==> src/rtl/ysyx_24110015_icache.sv <==
// rtl/ysyx_24110015_icache.sv - direct-mapped read-only icache with AXI4 burst refill; ICACHE_PERF_EN adds perf_hit/perf_miss
module ysyx_24110015_icache #(
    parameter int LINE_WORDS = 4,
    parameter int SETS       = 16
) (
    input  logic        clk,
    input  logic        rst,
    input  logic        req_valid,
    input  logic [31:0] req_addr,
    output logic        req_ready,
    output logic        resp_valid,
    output logic [31:0] resp_data,
    output logic        resp_err,
    input  logic        resp_ready,
    input  logic        flush,
    output logic        arvalid,
    input  logic        arready,
    output logic [31:0] araddr,
    output logic [3:0]  arid,
    output logic [7:0]  arlen,
    output logic [2:0]  arsize,
    output logic [1:0]  arburst,
    input  logic        rvalid,
    output logic        rready,
    input  logic [31:0] rdata,
    input  logic [1:0]  rresp,
    input  logic        rlast,
    input  logic [3:0]  rid
`ifdef ICACHE_PERF_EN
    ,
    output logic [31:0] perf_hit,
    output logic [31:0] perf_miss
`endif
);
    localparam int WOFF_W = $clog2(LINE_WORDS);
    localparam int OFF_W  = WOFF_W + 2;
    localparam int IDX_W  = $clog2(SETS);
    localparam int TAG_W  = 32 - OFF_W - IDX_W;

    typedef enum logic [2:0] {S_IDLE, S_LOOKUP, S_AR, S_R, S_RESP} state_t;
    state_t state, state_nx;

    logic [31:0]                  addr_q, araddr_q, resp_q;
    logic [7:0]                   arlen_q;
    logic [WOFF_W-1:0]            beat_cnt;
    logic                         err_q, pend_flush;
    logic [SETS-1:0]              valid_q;
    logic [TAG_W-1:0]             tag_arr [SETS];
    logic [LINE_WORDS-1:0][31:0]  line_buf;
    logic [LINE_WORDS-1:0][31:0]  rd_words;

    logic [IDX_W-1:0]  idx;
    logic [TAG_W-1:0]  tag;
    logic [WOFF_W-1:0] woff, want_idx;
    logic              cacheable, hit, beat, beat_err, err_nx, install, enter_idle, flush_now;

    assign idx       = addr_q[OFF_W+IDX_W-1:OFF_W];
    assign tag       = addr_q[31:OFF_W+IDX_W];
    assign woff      = addr_q[OFF_W-1:2];
    assign cacheable = |addr_q[31:29];
    assign hit       = cacheable && valid_q[idx] && (tag_arr[idx] == tag);
    assign want_idx  = cacheable ? woff : '0;
    assign beat      = (state == S_R) && rvalid;

    // rlast must land exactly on beat arlen; a missing rlast there marks the burst as too long
    assign beat_err  = (rresp != 2'b00) ||
                       (rlast ? (8'(beat_cnt) != arlen_q) : (8'(beat_cnt) == arlen_q));
    assign err_nx    = err_q || beat_err;
    assign install   = beat && rlast && cacheable && !err_nx && !pend_flush && !flush;
    assign enter_idle = (state != S_IDLE) && (state_nx == S_IDLE);
    assign flush_now = ((state == S_IDLE) && flush) || (enter_idle && (flush || pend_flush));

    always_comb begin
        state_nx   = state;
        req_ready  = 1'b0;
        resp_valid = 1'b0;
        arvalid    = 1'b0;
        rready     = 1'b0;
        case (state)
            S_IDLE: begin
                req_ready = !flush;
                if (req_valid && !flush) state_nx = S_LOOKUP;
            end
            S_LOOKUP: begin
                if (hit) begin
                    resp_valid = 1'b1;
                    if (resp_ready) state_nx = S_IDLE;
                end else begin
                    state_nx = S_AR;
                end
            end
            S_AR: begin
                arvalid = 1'b1;
                if (arready) state_nx = S_R;
            end
            S_R: begin
                rready = 1'b1;
                if (rvalid && rlast) state_nx = S_RESP;
            end
            S_RESP: begin
                resp_valid = 1'b1;
                if (resp_ready) state_nx = S_IDLE;
            end
            default: state_nx = S_IDLE;
        endcase
    end

    always_ff @(posedge clk or negedge rst) begin
        if (!rst) begin
            state      <= S_IDLE;
            addr_q     <= '0;
            araddr_q   <= '0;
            arlen_q    <= '0;
            resp_q     <= '0;
            beat_cnt   <= '0;
            err_q      <= 1'b0;
            pend_flush <= 1'b0;
            valid_q    <= '0;
        end else begin
            state <= state_nx;
            if ((state == S_IDLE) && req_valid && !flush) addr_q <= req_addr;
            if ((state == S_LOOKUP) && !hit) begin
                araddr_q <= cacheable ? {addr_q[31:OFF_W], {OFF_W{1'b0}}} : {addr_q[31:2], 2'b00};
                arlen_q  <= cacheable ? 8'(LINE_WORDS - 1) : 8'd0;
                beat_cnt <= '0;
                err_q    <= 1'b0;
            end
            if (beat) begin
                beat_cnt <= beat_cnt + 1'b1;
                err_q    <= err_nx;
                if ((beat_cnt == want_idx) && !err_q) resp_q <= rdata;
            end
            if (flush_now) begin
                valid_q    <= '0;
                pend_flush <= 1'b0;
            end else begin
                if (flush && (state != S_IDLE)) pend_flush <= 1'b1;
                if (install) valid_q[idx] <= 1'b1;
            end
        end
    end

    always_ff @(posedge clk) begin
        if (beat) line_buf[beat_cnt] <= rdata;
        if (install) tag_arr[idx] <= tag;
    end

    // the final beat goes straight into the array since it never passes through line_buf
    for (genvar w = 0; w < LINE_WORDS; w++) begin : g_word
        logic [31:0] word_arr [SETS];
        always_ff @(posedge clk) begin
            if (install) word_arr[idx] <= (beat_cnt == WOFF_W'(w)) ? rdata : line_buf[w];
        end
        assign rd_words[w] = word_arr[idx];
    end

    assign resp_data = (state == S_LOOKUP) ? rd_words[woff] : resp_q;
    assign resp_err  = (state == S_RESP) && err_q;
    assign araddr    = araddr_q;
    assign arlen     = arlen_q;
    assign arid      = 4'd0;
    assign arsize    = 3'b010;
    assign arburst   = 2'b01;

    logic unused_bits;
    assign unused_bits = ^{rid, addr_q[1:0]};

`ifdef ICACHE_PERF_EN
    logic [31:0] hit_cnt, miss_cnt;
    always_ff @(posedge clk or negedge rst) begin
        if (!rst) begin
            hit_cnt  <= '0;
            miss_cnt <= '0;
        end else begin
            if ((state == S_LOOKUP) && hit && resp_ready && (hit_cnt != '1)) hit_cnt <= hit_cnt + 1'b1;
            if ((state == S_AR) && arready && cacheable && (miss_cnt != '1)) miss_cnt <= miss_cnt + 1'b1;
        end
    end
    assign perf_hit  = hit_cnt;
    assign perf_miss = miss_cnt;
`endif
endmodule

==> config.mk <==
export PLATFORM = sky130hd
export DESIGN_NAME = ysyx_24110015_icache
export DESIGN_NICKNAME = d
export VERILOG_FILES = /design/src/rtl/ysyx_24110015_icache.sv
export SDC_FILE = /design/constraint.sdc
export NUM_CORES = 2
export LEC_CHECK = 0
export BUFFER_PORTS_ARGS = -buffer_cell sky130_fd_sc_hd__buf_2
export CAP_MARGIN = 20
export CORE_AREA = 2 2 547 549
export CTS_CLUSTER_SIZE = 12
export DETAILED_ROUTE_END_ITERATION = 8
export DIE_AREA = 0 0 549 551
export GPL_TIMING_DRIVEN = 0
export PLACE_DENSITY = 0.58
export SYNTH_ARGS = -nofsm -noshare
export SYNTH_HDL_FRONTEND = slang
export SYNTH_SLANG_ARGS = --single-unit
export TNS_END_PERCENT = 50
==> constraint.sdc <==
create_clock -name clk -period 14.8 [get_ports clk]
set_input_delay 1.48 -clock clk [delete_from_list [all_inputs] [get_ports clk]]
set_output_delay 1.48 -clock clk [all_outputs]
set_load 0.1 [all_outputs]
Word-level counts from Yosys, hierarchy flattened
Memories as Yosys holds them, arrays and structs flattened.
Index checks and enable logic that the tools add are counted.
{ "word_totals": {"register_bits": 255, "latchBits": 0, "mem_bits_rw": 2432, "romBits": 0, "input_bits": 78, "n_memories": 5} }
{ "mem_list": {"columns": ["memory", "words", "word_bits", "rd", "rd_clocked_by_memory_dff", "write_ports", "line", "rtl"], "rows": [
  ["g_word[0].word_arr", 16, 32, 1, 0, 1, "150", "logic [31:0] word_arr [SETS];"],
  ["g_word[1].word_arr", 16, 32, 1, 0, 1, "150", null],
  ["g_word[2].word_arr", 16, 32, 1, 0, 1, "150", null],
  ["g_word[3].word_arr", 16, 32, 1, 0, 1, "150", null],
  ["tag_arr", 16, 24, 1, 0, 1, "48", "logic [TAG_W-1:0] tag_arr [SETS];"]
]} }
{ "classes": {"n_addsub": 1, "multipliers": 0, "div": 0, "n_lt_le_gt_ge": 5, "eq_ne": 11, "shifts": 0, "n_mux": 39, "n_bitwise": 1, "reduce_logical": 40} }
{ "ops": {"columns": ["operator", "n"], "rows": [
  ["$mux W32", 7],
  ["$bwmux W128", 1],
  ["$bmux W32 S2", 1],
  ["$demux W32 S2", 1],
  ["$mux W16", 2],
  ["$eq A24 B24 Y1", 1],
  ["$logic_and A1 B1 Y1", 21],
  ["$or A16 B16 Y16", 1],
  ["$mux W3", 5],
  ["$pmux W3 S5", 1],
  ["$mux W1", 13],
  ["$eq A2 B8 Y1", 1],
  ["$mux W2", 4],
  ["$ne A2 B8 Y1", 1],
  ["$reduce_bool A2 Y1", 4],
  ["$eq A3 B2 Y1 const B", 2],
  ["$logic_not A3 Y1", 2],
  ["$lt A2 B3 Y1 const B", 2],
  ["$logic_not A1 Y1", 5],
  ["$lt A4 B5 Y1 const B", 1],
  ["$bmux W1 S4", 1],
  ["$demux W1 S4", 1],
  ["$eq A2 B2 Y1 const B", 2],
  ["$ge A4 B1 Y1 const B", 1],
  ["13 further kinds", 16]
]} }

Depth between registers and ports, before layout
{ "logic_depth": {"word_depth": 11, "ltp_mapped": 14, "mapped_depth_nobuf": 9} }

Worst setup path after synthesis
No wires, ideal clock.
{ "synth_path": {"path_kind": "input to register", "from": "input port rlast", "to": "memory g_word[0].word_arr[0][0], enable pin", "arrival_ns": 12.671, "t_required_ns": 13.948, "setup_slack_ns": 1.277, "stages": 5, "n_path_buf": 0, "path_cell_list": "xnor2_1 -> nor4_1 -> nand3_1 -> or3_1 -> nor3_1"} }
{ "synth_via": {"elab_chain_cells": 9, "word_cells_on_any_way": 11, "classes_between": "mux: 3; reduce/logical: 8"} }
{ "synth_lines": {"columns": ["item", "line", "rtl"], "rows": [
  ["start: declaration", "27", "input logic rlast,"],
  ["$mux W1", "67", "(rlast ? (8'(beat_cnt) != arlen_q) : (8'(beat_cnt) == arlen_q));"],
  ["$logic_or A1 B1 Y1", "66", "assign beat_err = (rresp != 2'b00) ||"],
  ["$logic_or A1 B1 Y1", "68", "assign err_nx = err_q || beat_err;"],
  ["$logic_not A1 Y1", "69", "assign install = beat && rlast && cacheable && !err_nx && !pend_flush && !flush;"],
  ["$logic_and A1 B1 Y1 (*) (3 in series)", "69", null],
  ["$mux W1 (*) (2 in series)", "152", "if (install) word_arr[idx] <= (beat_cnt == WOFF_W'(w)) ? rdata : line_buf[w];"],
  ["end: declaration", "150", null]
]} }
Mark *: on every way between the ends. The rest lies on a longest branch, timed or not.

Worst setup path in the final report
{ "layout_path": {"from": "register addr_q[5]", "to": "output port resp_data[28]"} }
{ "layout_via": {"elab_chain_cells": 4, "word_cells_on_any_way": 7, "classes_between": "mux: 3; memory: 4"} }
{ "layout_lines": {"columns": ["item", "line", "rtl"], "rows": [
  ["start: declaration", "43", "logic [31:0] addr_q, araddr_q, resp_q;"],
  ["start signal: assignment", "121", "if ((state == S_IDLE) && req_valid && !flush) addr_q <= req_addr;"],
  ["$mem_v2 Z16 W32", null, null],
  ["$bmux W32 S2 (*)", "157", "assign resp_data = (state == S_LOOKUP) ? rd_words[woff] : resp_q;"],
  ["$mux W32 (implied by the code) (*)", "157", null],
  ["$mux W32 (*)", "157", null],
  ["end: declaration", "12", "output logic [31:0] resp_data,"]
]} }
Mark *: on every way between the ends. The rest lies on a longest branch, timed or not. The select of a mux whose other input is x is not followed.

==> flow_metrics.tcl <==
set metrics [dict create \
    outcome "completed" \
    antenna_found_initial 27 \
    multiInputGateArea_um2 22600 \
    cts.reportedPaths.clkPinSlew_ns 0.06 \
    ir_drop_mv 0.195 \
    grt_max_degree 83 \
    slew_headroom_pct 10.4 \
    clockPowerShare_pct 28.0 \
    ys.flop_type "edfxtp_1" \
    vias 51100 \
    max_freq_ghz 0.124 \
    cts_sinks 2676 \
    clock_skew_ns 0.0630 \
    die_y_um 551 \
    drt_iter0_drc 6434 \
    first_global_vias 51100 \
    hold_viol 0 \
    path_cells "buf_6 -> buf_12 -> buf_6 -> buf_6 -> buf_4 -> clkbuf_1 -> buf_2 -> buf_2 -> mux4_2 -> mux4_2 -> mux4_2 -> nand2_1 -> nand2_1 -> buf_2" \
    cts_buffer_depth 4 \
    power-per-cell-area_nw_per_um2 195 \
    r2r_setup_slack_ns 8.88 \
    areaGrowthSynthToFinish_pct 17.9 \
    netlist_area_um2 103000 \
    numCtsBuffers 286 \
    num_io_pins 164 \
    path_class "reg -> out" \
    p_seq_share_pct 38.8 \
    syn_inst 4364 \
    fin_nets 5143 \
    clk_latency_ns 0.88 \
    critPathSlowestCell "clkbuf_1" \
    setup_viol 0 \
    rsz0062_at_grt "no" \
    timing.final.crit_share_pct 54.6 \
    worstPathRequired_ns 13.32 \
    p_comb_share_pct 33.3 \
    dpl.hpwl_um 196000 \
    die_area_um2 302000 \
    worst_setup_path_start_kind "register" \
    firstDrtPassIters 5 \
    synth_edf_count 2560 \
    p_int_uw 15700 \
    yosysWarnings 0 \
    fillers 25700 \
    synthDistinctLibCells 67 \
    start_util_pct 34.9 \
    final_area_um2 122000 \
    end_kind "primary output" \
    r2r-end "g_word[2].word_arr[1][10]" \
    ctsHtreeMaxLevel 5 \
    hold_path.class "in -> async" \
    grt-ovfl-total 0 \
    max_cap_viol_count 0 \
    avgRoutedWirePerCell_um 31.9 \
    setup_tns_ns 0 \
    regArea_um2 79800 \
    p_leak_uw 0.0388 \
    r2r_start "addr_q[4]" \
    slew_viol_final 0 \
    critPathMaxFanout 10 \
    power_switching_uw 8020 \
    netSwitchingFraction_pct 33.8 \
    track_usage_pct 19.2 \
    drive_above_1_share_pct 35.8 \
    cpPeakStageDelay_ns 0.74 \
    grt_first_pass_wirelength_um 406000 \
    via_per_inst 5.56 \
    synth-seq-cells 2676 \
    post_cts_resize_count 0 \
    hold_buffers 0 \
    syn_avg_cell_area_um2 23.7 \
    gp_congestion 0.765 \
    period_minus_slack_ns 8.08 \
    worst_ep_arrival_time_ns 6.60 \
    cts_tree "yes" \
    drt_wl_total_um 294000 \
    cts_setup_buffers 0 \
    core_um2 296000 \
    drcViolationCount 0 \
    place_area_um2 113000 \
    synth-async-reset-ratio_pct 4.33 \
    synth_seq_area_share_pct 77.1 \
    die_x_um 549 \
    reg2reg_depth 13 \
    rows 200 \
    worst_slew_pin_slew_ns 1.34 \
    cts_root_buf "clkbuf_16" \
    portBuffers 140 \
    drtAntennaViolNets 0 \
]
flip-flops by register name (all words and copies together) (netlist names), 2 cells and up:
register and cells:
line_buf 128, araddr 30, tag_arr 384, state 3
resp_q 32, valid_q 16, beat_cnt 2, g_word.word_arr 2048
addr_q 30
cell usage after synthesis (all sizes together) (5+ instances only):
library cell	n	share of area [%]
xor2	11	0.093
a2bb2oi	13	0.11
nor2	42	0.15
clkbuf	95	0.34
mux2	230	2.6
mux2i	50	0.48
nor2b	11	0.067
and2	5	0.030
a22oi	11	0.080
a211oi	5	0.036
inv	14	0.051
or4	5	0.036
nand2	129	0.47
mux4	753	16
or3	6	0.036
nand3	20	0.097
buf	149	0.84
dfrtp	116	2.8
edfxtp	2560	74
o22ai	14	0.085
a21oi	11	0.053
o21ai	16	0.081
nor4	5	0.030
nand2b	8	0.048
nor3	13	0.063
xnor2	16	0.14
per-stage QoR:
stage / hold WS [ns] / utilization [%] / total power (µW) / setup slack [ns] / std cells
floorplan: 0.479 / - / 14400 / 1.28 / 4379
CTS: 0.474 / 41.1 / 23900 / 6.58 / 9188
global placement: 0.487 / 36.8 / 17000 / -17.49 / 8458
detailed placement: 0.487 / 38.3 / 17300 / 7.50 / 8706
finish: 0.502 / 41.2 / 23800 / 6.72 / 9198
global route: 0.510 / 41.2 / 24500 / 6.59 / 9196
how the worst max path moves through the flow:
stage	start	end	slack [ns]	cells after the start
final	addr_q[5]	resp_data[28]	6.72	14
after global routing	addr_q[5]	resp_data[21]	6.59	14
after CTS	addr_q[5]	resp_data[21]	6.58	14
after detailed placement	addr_q[5]	resp_data[21]	7.50	14
after global placement	addr_q[5]	g_word[0].word_arr[3][7]	-17.49	9
after floorplan	rlast	g_word[0].word_arr[0][0]	1.28	5
layer usage:
metal	up-vias	global-route usage, %	routed length [µm]
met3	391	3.61	24500
li1	20000	-	-
met4	4	4.42	6470
met2	2435	29.9	137000
met1	28300	28.0	125000
met5	-	0	23
cells in the final DEF (no fill, tap or decap), types with 7 or more instances in the layout:
| cell type | n |
|---|---|
| a21oi_1 | 11 |
| clkbuf_1 | 190 |
| a22oi_1 | 11 |
| buf_6 | 98 |
| mux2_4 | 24 |
| clkinv_2 | 20 |
| nand2b_1 | 8 |
| buf_2 | 228 |
| clkbuf_8 | 17 |
| clkbuf_16 | 292 |
| mux2_2 | 206 |
| buf_1 | 21 |
| buf_8 | 53 |
| nor2_1 | 28 |
| xnor2_1 | 16 |
| xor2_1 | 11 |
| buf_16 | 27 |
| a2bb2oi_1 | 13 |
| nor2b_1 | 11 |
| dfrtp_1 | 116 |
| o22ai_1 | 14 |
| edfxtp_1 | 2560 |
| nand2_1 | 128 |
| inv_1 | 14 |
| mux2i_1 | 50 |
| buf_12 | 87 |
| conb_1 | 17 |
| nand3_1 | 20 |
| clkinv_1 | 36 |
| mux4_2 | 751 |
| buf_4 | 29 |
| nor2_4 | 12 |
| inv_6 | 7 |
| nor3_1 | 9 |
| o21ai_0 | 15 |
critical path, delay by kind of cell, from the launching register on:
| kind | cells | cell delay, ns |
|---|---|---|
| simple gates | 2 | 0.32 |
| mux | 3 | 1.43 |
| flops | 1 | 0.45 |
| buf+inv | 9 | 3.48 |
power groups by stage:
stage | registers (µW) | logic (µW) | clock network (µW)
2_1_floorplan | 9550 | 4820 | 0
3_3_place_gp | 9350 | 7700 | 0
3_5_place_dp | 9370 | 7940 | 0
4_1_cts | 9210 | 7970 | 6740
5_1_grt | 9240 | 8250 | 7010
6_report | 9210 | 7910 | 6640
kinds of logic (layout without fill, tap and decap cells):
| family | after synthesis | count (layout) | share of synthesized area [%] |
|---|---|---|---|
| mux | 1033 | 1033 | 19.5 |
| xor+xnor | 27 | 27 | 0.229 |
| compound gates | 103 | 103 | 0.718 |
| buf+inv | 258 | 1134 | 1.24 |
| other cells | 2 | 21 | 0.00726 |
| fa+ha+maj | 4 | 4 | 0.0484 |
| simple gates | 261 | 261 | 1.17 |
| flops | 2676 | 2676 | 77.1 |
final cells by class:
cell class	count	share of cell area, %
inverters	14	0.0431
plain buffers	244	1.02
repair buffers	394	4.05
diodes	4	0.00821
flip-flops and latches	2676	65.4
well taps	3939	4.04
multi-input cells	1445	18.5
clock buffers	409	6.49
clock inverters	73	0.433
No activity file was read; power rests on OpenSTA's default activity.
